### src/rtl/pwm_pkg.sv
// ----------------------------------------------------------------------------
// pwm_pkg
// Shared definitions for the PWM generator: default counter/duty width,
// controller state encoding and an all-ones mask helper.
// ----------------------------------------------------------------------------
package pwm_pkg;

   // Default counter and duty width; the PWM period is 2**PWM_W cycles.
   localparam int unsigned PWM_W = 8;

   // Controller states.
   typedef enum logic [1:0] {
      ST_IDLE  = 2'd0,
      ST_SYNC  = 2'd1,
      ST_RUN   = 2'd2,
      ST_DRAIN = 2'd3
   } pwm_state_e;

   // Mask with the low w bits set; callers cast it down to their own width.
   function automatic logic [31:0] ones_mask(input int unsigned w);
      logic [31:0] m;
      if (w >= 32) begin
         m = '1;
      end else begin
         m = (32'd1 << w) - 32'd1;
      end
      return m;
   endfunction

endpackage : pwm_pkg

### src/rtl/pwm_gen_duty_shadow.sv
// ----------------------------------------------------------------------------
// pwm_gen_duty_shadow
// Double-buffered control register: a valid/ready handshake loads a shadow
// register, and a commit strobe moves the shadow into the active register.
// A full shadow holds off further transfers, so a pending value is never
// overwritten before it has been applied.
//
// Ports:
//   clk       in   clock, rising edge
//   rst       in   asynchronous active-low reset
//   i_data    in   W   new value offered by the producer
//   i_valid   in   1   i_data is valid
//   o_ready   out  1   shadow empty; a transfer completes on i_valid & o_ready
//   i_commit  in   1   apply the shadow value this cycle (ignored when empty)
//   o_active  out  W   value currently applied
//   o_full    out  1   shadow holds a value waiting for commit
// ----------------------------------------------------------------------------
module pwm_gen_duty_shadow
   import pwm_pkg::*;
#(
   parameter int unsigned W = PWM_W
) (
   input  logic         clk,
   input  logic         rst,
   input  logic [W-1:0] i_data,
   input  logic         i_valid,
   output logic         o_ready,
   input  logic         i_commit,
   output logic [W-1:0] o_active,
   output logic         o_full
);

   logic [W-1:0] r_shadow;
   logic [W-1:0] r_active;
   logic         r_full;
   logic         w_xfer;
   logic         w_commit;

   // Ready only reflects the register so it never depends on i_valid.
   assign o_ready  = !r_full;
   assign w_xfer   = i_valid && !r_full;
   assign w_commit = i_commit && r_full;

   // Transfer needs an empty shadow and commit needs a full one, so the two
   // can never happen in the same cycle.
   always_ff @(posedge clk or negedge rst) begin
      if (!rst) begin
         r_shadow <= '0;
         r_active <= '0;
         r_full   <= 1'b0;
      end else if (w_commit) begin
         r_active <= r_shadow;
         r_full   <= 1'b0;
      end else if (w_xfer) begin
         r_shadow <= i_data;
         r_full   <= 1'b1;
      end
   end

   assign o_active = r_active;
   assign o_full   = r_full;

endmodule : pwm_gen_duty_shadow

### src/rtl/pwm_gen.sv
// ----------------------------------------------------------------------------
// pwm_gen
// PWM generator fed by an external free-running W-bit wrap counter. The
// counter is compared against a double-buffered duty value to produce a
// registered PWM output and an end-of-period tick. New duty values are taken
// over a valid/ready handshake and applied only at a period boundary (or at
// once while idle). Counter discontinuities drop the output and resynchronise
// to the next period.
//
// Ports:
//   clk          in   clock, rising edge
//   rst          in   asynchronous active-low reset
//   count        in   W   upstream counter value
//   enable       in   1   run request (level)
//   duty_in      in   W   new duty value
//   duty_valid   in   1   duty_in is valid
//   duty_ready   out  1   shadow empty; duty_in can be accepted
//   pwm_out      out  1   registered PWM output (lags count by one cycle)
//   period_tick  out  1   one-cycle pulse after the last count of a period
//   active_duty  out  W   duty value currently applied
//   sync_err     out  1   one-cycle pulse on a counter discontinuity
//   busy         out  1   controller is not idle
// ----------------------------------------------------------------------------
module pwm_gen
   import pwm_pkg::*;
#(
   parameter int unsigned W          = PWM_W,
   parameter logic        IDLE_LEVEL = 1'b0
) (
   input  logic         clk,
   input  logic         rst,
   input  logic [W-1:0] count,
   input  logic         enable,
   input  logic [W-1:0] duty_in,
   input  logic         duty_valid,
   output logic         duty_ready,
   output logic         pwm_out,
   output logic         period_tick,
   output logic [W-1:0] active_duty,
   output logic         sync_err,
   output logic         busy
);

   localparam logic [W-1:0] CNT_MAX = W'(ones_mask(W));

   pwm_state_e   r_state;
   pwm_state_e   w_state_nxt;

   logic [W-1:0] r_prev_count;
   logic         r_prev_valid;
   logic [W-1:0] w_count_exp;
   logic         w_wrap;
   logic         w_disc;
   logic         w_running;

   logic         w_commit;
   logic         w_shadow_full;
   logic [W-1:0] w_active;

   logic         w_pwm_nxt;
   logic         w_tick_nxt;
   logic         w_err_nxt;
   logic         r_pwm;
   logic         r_tick;
   logic         r_err;

   // Period boundary and continuity check against the previous sample.
   assign w_wrap      = (count == CNT_MAX);
   assign w_count_exp = r_prev_count + W'(1);
   assign w_disc      = r_prev_valid && (count != w_count_exp);
   assign w_running   = (r_state == ST_RUN) || (r_state == ST_DRAIN);

   // Previous-count history; prev_valid stays low for the first cycle after
   // reset so no continuity check is made against the reset value.
   always_ff @(posedge clk or negedge rst) begin
      if (!rst) begin
         r_prev_count <= '0;
         r_prev_valid <= 1'b0;
      end else begin
         r_prev_count <= count;
         r_prev_valid <= 1'b1;
      end
   end

   // Idle applies a pending duty straight away; otherwise only at the wrap.
   assign w_commit = (r_state == ST_IDLE) ? w_shadow_full : w_wrap;

   pwm_gen_duty_shadow #(
      .W (W)
   ) u_duty_shadow (
      .clk      (clk),
      .rst      (rst),
      .i_data   (duty_in),
      .i_valid  (duty_valid),
      .o_ready  (duty_ready),
      .i_commit (w_commit),
      .o_active (w_active),
      .o_full   (w_shadow_full)
   );

   // State register.
   always_ff @(posedge clk or negedge rst) begin
      if (!rst) begin
         r_state <= ST_IDLE;
      end else begin
         r_state <= w_state_nxt;
      end
   end

   // Next-state logic. A discontinuity outranks enable changes.
   always_comb begin
      w_state_nxt = r_state;
      case (r_state)
         ST_IDLE: begin
            if (enable) begin
               w_state_nxt = ST_SYNC;
            end
         end
         ST_SYNC: begin
            if (!enable) begin
               w_state_nxt = ST_IDLE;
            end else if (w_wrap) begin
               w_state_nxt = ST_RUN;
            end
         end
         ST_RUN: begin
            if (w_disc) begin
               w_state_nxt = ST_SYNC;
            end else if (!enable) begin
               w_state_nxt = ST_DRAIN;
            end
         end
         ST_DRAIN: begin
            if (w_disc) begin
               w_state_nxt = ST_IDLE;
            end else if (enable) begin
               w_state_nxt = ST_RUN;
            end else if (w_wrap) begin
               w_state_nxt = ST_IDLE;
            end
         end
         default: begin
            w_state_nxt = ST_IDLE;
         end
      endcase
   end

   // Output decode: next values of the registered outputs. DRAIN keeps
   // modulating exactly like RUN until the period finishes.
   always_comb begin
      w_pwm_nxt  = IDLE_LEVEL;
      w_tick_nxt = 1'b0;
      w_err_nxt  = 1'b0;
      if (w_running) begin
         w_tick_nxt = w_wrap;
         w_err_nxt  = w_disc;
         if (!w_disc) begin
            w_pwm_nxt = (count < w_active);
         end
      end
   end

   // Output registers.
   always_ff @(posedge clk or negedge rst) begin
      if (!rst) begin
         r_pwm  <= IDLE_LEVEL;
         r_tick <= 1'b0;
         r_err  <= 1'b0;
      end else begin
         r_pwm  <= w_pwm_nxt;
         r_tick <= w_tick_nxt;
         r_err  <= w_err_nxt;
      end
   end

   assign pwm_out     = r_pwm;
   assign period_tick = r_tick;
   assign sync_err    = r_err;
   assign active_duty = w_active;
   assign busy        = (r_state != ST_IDLE);

endmodule : pwm_gen

### config.mk
export PLATFORM = sky130hd
export DESIGN_NAME = pwm_gen
export DESIGN_NICKNAME = d
export VERILOG_FILES = /design/src/rtl/pwm_pkg.sv /design/src/rtl/pwm_gen_duty_shadow.sv /design/src/rtl/pwm_gen.sv
export SDC_FILE = /design/constraint.sdc
export NUM_CORES = 1
export LEC_CHECK = 0
export ABC_AREA = 1
export CAP_MARGIN = 40
export CORE_MARGIN = 2
export CORE_UTILIZATION = 29
export CTS_BUF_LIST = sky130_fd_sc_hd__clkbuf_8
export DETAILED_ROUTE_END_ITERATION = 16
export PLACE_DENSITY = 0.6
export SYNTH_ARGS = -nofsm -noshare
export SYNTH_HDL_FRONTEND = slang
export SYNTH_SLANG_ARGS = --single-unit
export TNS_END_PERCENT = 100
### constraint.sdc
create_clock -name clk -period 1.45 [get_ports clk]
set_input_delay 0.29 -clock clk [delete_from_list [all_inputs] [get_ports clk]]
set_output_delay 0.29 -clock clk [all_outputs]
set_load 0.01 [all_outputs]
# Yosys cells after proc, flatten, opt, wreduce, memory -nomap -nowiden
# Index checks and enable logic that the tools add are counted.
# op_classes
n_addsub,1
mul,0
div_mod_pow,0
magnitude_cmp,1
eq_ne,9
n_shift,0
mux,16
bitwise_logic,1
reduce_logical,10
# op_table
op,n
two-way mux 2 bit,8
adder 8 x 1 -> 8 bit (second input constant),1
== test 8 bit (second input constant),1
< comparator 8 bit,1
inequality test 8 bit,1
one-hot mux 2 bit (4 select lines),1
two-way mux 1 bit,7
inequality test 3 bit (second input constant),2
== test 2 bit (second input constant),2
inequality test 4 bit (second input constant),1
AND reduction 4 bit,1
nonzero test 2 bit,2
logical AND 1 bit,3
== test 2 x 1 -> 1 bit (second input constant),1
zero test 2 bit,1
inequality test 2 bit (second input constant),1
AND reduction 2 bit,1
zero test 1 bit,1
logical OR 1 bit,1
inverter 1 bit,1
# word_totals
reg_bits,31
latch_bits,0
ram_bits,0
mem_bits_ro,0
inputBits,20
out_inout_bits,13
word_cells,47
n_memories,0

# Depth between registers and ports, before layout
# Gate-level depths: netlist of the first run.
# logic_depth
ltp_word,5
ltp_mapped,17

# Modules after synthesis
# Synthesis of the first run repeated with hierarchy kept, for this count alone.
# unflattened
cells_unflattened,218
area_unflattened_um2,1721.7
# modules_own_cells
mod,n_inst,cells_each,area_per_inst_um2,seq_area_each_um2
pwm_gen,1,145,1034.7,350.3
pwm_gen_duty_shadow,1,73,686.9,425.4

# Least setup slack after synthesis of the first run
# OpenSTA, ideal clock, no wires.
# synth_timing
path_kind,register to register
from,register r_prev_count[0]
to,register r_state[0]
arrival_time_ps,1428
t_required_ps,1333
slack_ps,-94
path_stages_with_launch,12
path_buffers,0
cell_sequence,dfrtp_1 -> ha_1 -> xnor2_1 -> o21ai_0 -> nor2_2 -> nand2_2 -> nand2_2 -> nand2_1 -> nand2_1 -> nand2_2 -> nand3_1 -> nand2_1
# synth_between
elab_chain_len,5
word_cells_on_any_way,9
classes_between,add/sub: 1; eq/ne: 3; mux: 3; reduce/logical: 2
# synth_lines
item,line,text
from (decl),pwm_gen.sv:49,logic [W-1:0] r_prev_count;
from (signal assigned),pwm_gen.sv:80,r_prev_count <= count;
adder 8 x 1 -> 8 bit (*),pwm_gen.sv:69,assign w_count_exp = r_prev_count + W'(1);
inequality test 8 bit (*),pwm_gen.sv:70,assign w_disc = r_prev_valid && (count != w_count_exp);
logical AND 1 bit (*),pwm_gen.sv:70,
"inequality test 4 bit (no line), or another cell as far along",n/a,
AND reduction 4 bit (no line) / one-hot mux 2 bit (4 select lines) (equally long branches),n/a,
to (signal assigned),pwm_gen.sv:106,r_state <= w_state_nxt;
to (decl),pwm_gen.sv:46,pwm_state_e r_state;
# Mark *: on every way between the ends. The rest lies on a longest branch, timed or not.
# A chain may end at the register's enable or synchronous reset.

# Worst setup path in the final report of the first run
# Ends and elaborated chain as after synthesis.

==> results.json, run 1 <==
{
  "antenna_found_initial": 0,
  "ys_seq_area_frac": 0.465,
  "crit_path_start_kind": "flip-flop",
  "path_class": "reg2reg",
  "boundaryPins": 33,
  "clk_pin_slew_ns": 0.06,
  "maxCapViolations": 0,
  "layout-drive-gt1-share": 0.252,
  "dr.pass1.iters": 4,
  "grt_overflow": 0,
  "dieArea_um2": 6380,
  "vias": 1407,
  "seqCellArea_um2": 778,
  "p_sw_frac": 0.348,
  "multi_input_area_um2": 816,
  "yosysWarnings": 0,
  "p_clk_frac": 0.192,
  "finalClockSkew_ns": 0.00436,
  "clk_path_buf_depth": 2,
  "path_common_cell": "nand2_1",
  "ys.flop_type": "dfrtp_1",
  "synth_fp_nets": 223,
  "fin_total_pwr_mw": 3.51,
  "layout_setup_ws_ns": -0.190,
  "ir_worst_vdd_mv": 0.856,
  "cp_max_fo": 4,
  "htreeDepth": 2,
  "synth.avg_cell_area_um2": 8.56,
  "p_int_mw": 2.29,
  "final_cell_mix": "nand2_1, dfrtp_1, inv_1",
  "status": "finished with violations",
  "final_common_cell": "nand2_1",
  "synth_cell_types": 27,
  "synth_edf_count": 0,
  "core.rowCount": 27,
  "worst_path_largest_cell_delay_ns": 0.44,
  "worstPathArrival_ns": 1.82,
  "die_h_um": 79.9,
  "period_minus_slack_ns": 1.64,
  "drc_errors": 0,
  "drtIter0Drc": 54,
  "grt_pass1_vias": 1354,
  "wl_per_cell_um": 11.0,
  "cts_tree": "done",
  "rsz0062_at_grt": "true",
  "grt_use_total": 0.124,
  "power_switching_mw": 1.22,
  "synthToLayoutAreaGrowth_pct": 41.2,
  "vias_per_cell": 4.32,
  "start_util": 0.301,
  "place_congestion": 0.836,
  "fmax_mhz": 610,
  "syn_inst": 195,
  "ys_ff_latch": 31,
  "worstPathCellList": "ha_4 -> nand2_4 -> nor2_4 -> nand2_1 -> nand2_1 -> nand2_1 -> nand2_1 -> nor2_2 -> nand2_2 -> nand2_4 -> nand2_2 -> nand2_2 -> nand2_2 -> nand3_1 -> nand2_1",
  "syn-cell-area_um2": 1670,
  "antenna_left": 0,
  "grt_max_degree": 32,
  "violations": "setup timing",
  "cts_buffers": 5,
  "cpMaxStageDelayCell": "dfrtp_2",
  "hold_path.class": "in2reg",
  "setup_violations": 4,
  "period_share": 1.13,
  "diodes": 0,
  "grt_pass1_wl_mm": 6.11,
  "power_leakage_nw": 1.20,
  "required_ns": 1.62,
  "clk_latency_ns": 0.28,
  "hold_viol": 0,
  "async_flop_share": 1.00,
  "io_buffers": 32,
  "die_w_um": 79.9,
  "fill_cells": 589,
  "p_seq_frac": 0.375,
  "pre_cts_ws_ns": -0.537,
  "p_per_area_nw_per_um2": 1490,
  "core-area_um2": 5540,
  "clockRootBuffer": "clkbuf_8",
  "drt-total-wl_mm": 3.58,
  "clock-sinks": 31,
  "hpwl_mm": 2.67,
  "drv_slew": 0,
  "pwr-share-comb": 0.433,
  "end_kind": "flip-flop",
  "finalNetCount": 282
}
==> timing repair <==
item,in CTS,in global routing
hold buffers,0,0
gates cloned,1,0
pin swaps,4,12
endpoints found under the setup margin,24,16
resized for setup,29,15
buffers inserted,3,0
==> cells by family after synthesis <==
family                     Yosys count  synth area share
adders and majority gates            8            0.0600
muxes                                9            0.0607
and+or+nand+nor                     90             0.242
other                                1           0.00225
DFF                                 31             0.465
AOI/OAI and AO/OA                   20            0.0727
xor gates and xnor gates             4            0.0210
buffers and inverters               32            0.0765
==> power by group through the flow <==
stage | registers, mW | clock network, mW | logic [mW]
after CTS | 1.32 | 0.697 | 1.53
final | 1.32 | 0.676 | 1.52
after floorplan | 1.36 | 0 | 0.831
after global placement | 1.34 | 0 | 1.49
after detailed placement | 1.34 | 0 | 1.51
after global routing | 1.35 | 0.735 | 1.71
==> Yosys cell counts (3+ instances only) <==
master | count | area [um^2]
nand2_1 | 53 | 199
dfrtp_1 | 31 | 776
inv_1 | 27 | 101
nor2_1 | 13 | 48.8
o21ai_1 | 9 | 45.0
ha_1 | 8 | 100
mux2_2 | 8 | 90.1
nand3_1 | 8 | 40.0
nand2_2 | 6 | 37.5
nor2_2 | 4 | 25.0
xnor2_1 | 4 | 35.0
a21oi_1 | 3 | 15.0
clkinv_1 | 3 | 11.3
nor3_1 | 3 | 15.0
o21ai_0 | 3 | 15.0
==> routing by layer <==
layer	track usage	wire, um
met1	0.146	1570
met2	0.218	1780
met3	0.0283	166
met4	0.0508	62
met5	0	0
==> stage by stage <==
step | hold WS, ns | cell area (um^2) | setup TNS (ns) | util | std cells
6_report | 0.316 | 2360 | -0.537 | 0.425 | 326
5_1_grt | 0.331 | 2360 | -1.24 | 0.425 | 326
4_1_cts | 0.374 | 2350 | -0.606 | 0.424 | 326
3_5_place_dp | 0.467 | 2220 | -6.65 | 0.401 | 315
3_3_place_gp | 0.464 | 2220 | -6.39 | 0.401 | 315
2_1_floorplan | -0.00559 | 1680 | -0.0703 | - | 195
==> final cells by class <==
type / instances / area share
clock buffer: 6 / 0.0351
tap: 72 / 0.0382
timing repair buffer: 53 / 0.199
multi-input combinational: 132 / 0.346
sequential: 31 / 0.330
clock inverter: 1 / 0.00212
inverter: 31 / 0.0494
==> state kept, by name, summed over array words and instances (netlist names) <==
register and cells:
u_duty_shadow.r_shadow 8, r_prev_valid 1, period_tick 1, r_state 2, u_duty_shadow.o_full 1, pwm_out 1
r_prev_count 8, u_duty_shadow.o_active 8, sync_err 1
==> worst max-delay path: cells and delay by family, from the launching register on <==
family	cells	cell delay [ns]
fa+ha+maj	1	0.19
flops	1	0.44
simple gates	14	0.90
==> final timing paths <==
path	startpoint	to	slack [ns]	depth (start not counted)
worst max-delay path	r_prev_count[0]	r_state[0]	-0.19	15
worst min-delay path	count[7]	r_prev_count[7]	0.32	2
worst max register to register	r_prev_count[0]	r_state[0]	-0.19	15
worst min register to register	u_duty_shadow.r_shadow[3]	u_duty_shadow.o_active[3]	0.48	2
max in group asynchronous	rst	r_prev_count[2]	0.90	2
min in group asynchronous	rst	u_duty_shadow.r_shadow[2]	0.37	2
(Power assumes the default switching activity.)
==> run 2: changes to the inputs <==
--- a/config.mk
+++ b/config.mk
@@ -7,11 +7,11 @@
 export LEC_CHECK = 0
 export ABC_AREA = 1
 export CAP_MARGIN = 40
-export CORE_MARGIN = 2
+export CORE_MARGIN = 3
 export CORE_UTILIZATION = 29
 export CTS_BUF_LIST = sky130_fd_sc_hd__clkbuf_8
 export DETAILED_ROUTE_END_ITERATION = 16
-export PLACE_DENSITY = 0.6
+export PLACE_DENSITY = 0.58
 export SYNTH_ARGS = -nofsm -noshare
 export SYNTH_HDL_FRONTEND = slang
 export SYNTH_SLANG_ARGS = --single-unit
==> constraint.sdc (replaced) <==
create_clock -name clk -period 1.6 [get_ports clk]
set_input_delay 0.32 -clock clk [delete_from_list [all_inputs] [get_ports clk]]
set_output_delay 0.32 -clock clk [all_outputs]
set_load 0.01 [all_outputs]
==> run 2 against run 1 <==
  * The flow still finishes with violations (setup timing)
  * Die area grew 5.1%
  * Maximum frequency shrank 0.31%
  * Via count shrank 1.9%
  * Global-route usage shrank 0.95 points
  * Core utilization grew 1.8 points
  * Sequential share of layout area shrank 0.21 points
  * Total power shrank 5.8%
  * Largest cell class unchanged
  * Highest routed layer unchanged
==> results.json, run 2 (synthesized netlist as in run 1, its figures left out) <==
{
  "worstReg2RegStart": "r_prev_count[1]",
  "cts_hold_buffers": 0,
  "path_common_cell": "nand2_1",
  "finalClockSkew_ns": 0.00654,
  "crit_family": "simple AND/OR/NAND/NOR gates",
  "io_buffers": 32,
  "cpMaxStageDelayCell": "dfrtp_1",
  "htreeDepth": 2,
  "grt_max_degree": 32,
  "status": "finished with violations",
  "grt_pass1_wl_mm": 5.80,
  "cp_max_fo": 4,
  "setup_violations": 3,
  "die_h_um": 81.9,
  "hpwl_mm": 2.58,
  "fin_total_pwr_mw": 3.31,
  "drt-total-wl_mm": 3.46,
  "layout_setup_ws_ns": -0.0455,
  "final_cell_mix": "nand2_1, dfrtp_1, inv_1",
  "clk_path_buf_depth": 2,
  "cts_tree": "done",
  "dr.pass1.iters": 4,
  "period_share": 1.03,
  "power_leakage_nw": 1.17,
  "p_per_area_nw_per_um2": 1400,
  "violations": "setup timing",
  "required_ns": 1.77,
  "cts_buffers": 5,
  "core.rowCount": 26,
  "synthToLayoutAreaGrowth_pct": 41.6,
  "period_minus_slack_ns": 1.65,
  "vias_per_cell": 4.27,
  "drtIter0Drc": 35,
  "start_util": 0.313,
  "hold_viol": 0,
  "crit_path_start_kind": "flip-flop",
  "core-area_um2": 5340,
  "grt_pass1_vias": 1289,
  "antenna_left": 0,
  "rsz0062_at_grt": "true",
  "clockRootBuffer": "clkbuf_8",
  "end_kind": "flip-flop",
  "place_congestion": 0.729,
  "worst_path_largest_cell_delay_ns": 0.40,
  "dieArea_um2": 6700,
  "final_common_cell": "nand2_1",
  "hp-start": "count[1]",
  "boundaryPins": 33,
  "layout-drive-gt1-share": 0.241,
  "worstPathCellList": "buf_6 -> nand2_2 -> nor2_4 -> nand3_1 -> nand2_1 -> nand2_1 -> nor2_2 -> nand2_2 -> nand2_4 -> nand2_1 -> nand2_1 -> nand2_2 -> nand3_1 -> nand2_1",
  "fmax_mhz": 608,
  "ir_worst_vdd_mv": 0.803,
  "grt_overflow": 0,
  "drv_slew": 0,
  "worstPathArrival_ns": 1.82,
  "cp-startpoint": "r_prev_count[1]",
  "maxCapViolations": 0,
  "path_class": "reg2reg",
  "diodes": 0,
  "worst_hold_slack_ns": 0.224,
  "hold_path.class": "in2reg",
  "clk_pin_slew_ns": 0.06,
  "crit_buf_inv": 1,
  "drc_errors": 0,
  "grt_use_total": 0.115,
  "vias": 1380,
  "clock-sinks": 31,
  "clk_latency_ns": 0.28,
  "wl_per_cell_um": 10.7,
  "antenna_found_initial": 0,
  "die_w_um": 81.9,
  "finalNetCount": 280
}
## run 2: changes by cell type in the layout (fill, tap and decap cells not counted), sizes merged
cell,previous run,this run
inv,28,29
dlygate4sd2,13,5
clkinv,4,3
buf,21,18
clkdlybuf4s15,3,0
clkdlybuf4s50,11,22
clkbuf,9,11
## run 2: power breakdown
part	leakage, nW	switching, mW	internal [mW]	total (mW)
Combinational	0.735	0.683	0.773	1.46
Clock	0.0557	0.280	0.386	0.666
Sequential	0.375	0.143	1.05	1.19
Total	1.17	1.11	2.21	3.31
## run 2: metal layers
layer / wire length (um) / track usage
met5: 0 / 0
met1: 1570 / 0.144
met3: 234 / 0.0417
met2: 1590 / 0.176
met4: 62 / 0.0498
## run 2: cell type report
type                            instances  area [um^2]
Clock inverter                          1         3.75
Sequential cell                        31          776
Multi-Input combinational cell        132          808
Fill cell                             559         2970
Inverter                               31          116
Clock buffer                            7         96.3
Timing Repair Buffer                   51          475
Tap cell                               70         87.6
## run 2: timing repair
| item | CTS | global route |
|---|---|---|
| resized for setup | 12 | 21 |
| setup endpoints to repair | 14 | 13 |
| pin swaps | 4 | 8 |
| setup buffers | 2 | 1 |
| cloned | 0 | 1 |
## run 2: final timing paths
kind                       slack [ns]                         to  cells past startpoint
max                             -0.05                 r_state[0]                     14
min                              0.22            r_prev_count[1]                      1
max reg2reg                     -0.05                 r_state[0]                     14
min reg2reg                      0.48  u_duty_shadow.o_active[7]                      2
max in group asynchronous        0.87                period_tick                      2
min in group asynchronous        0.43  u_duty_shadow.r_shadow[4]                      2
## run 2: worst register-to-register path: cells and delay by family (launching register included)
family	cells	cell delay, ns
simple gates	13	1.02
flops	1	0.40
buf+inv	1	0.12
## run 2: metrics by stage
| stage | setup TNS [ns] | cells | util | instance area, um^2 | setup slack, ns |
|---|---|---|---|---|---|
| global placement | -4.39 | 311 | 0.408 | 2180 | -0.373 |
| global route | -0.553 | 323 | 0.443 | 2360 | -0.201 |
| CTS | -0.115 | 321 | 0.429 | 2290 | -0.0601 |
| floorplan | 0 | 195 | - | 1670 | 0.0555 |
| finish | -0.0945 | 323 | 0.443 | 2360 | -0.0455 |
| detailed placement | -4.42 | 311 | 0.408 | 2180 | -0.387 |
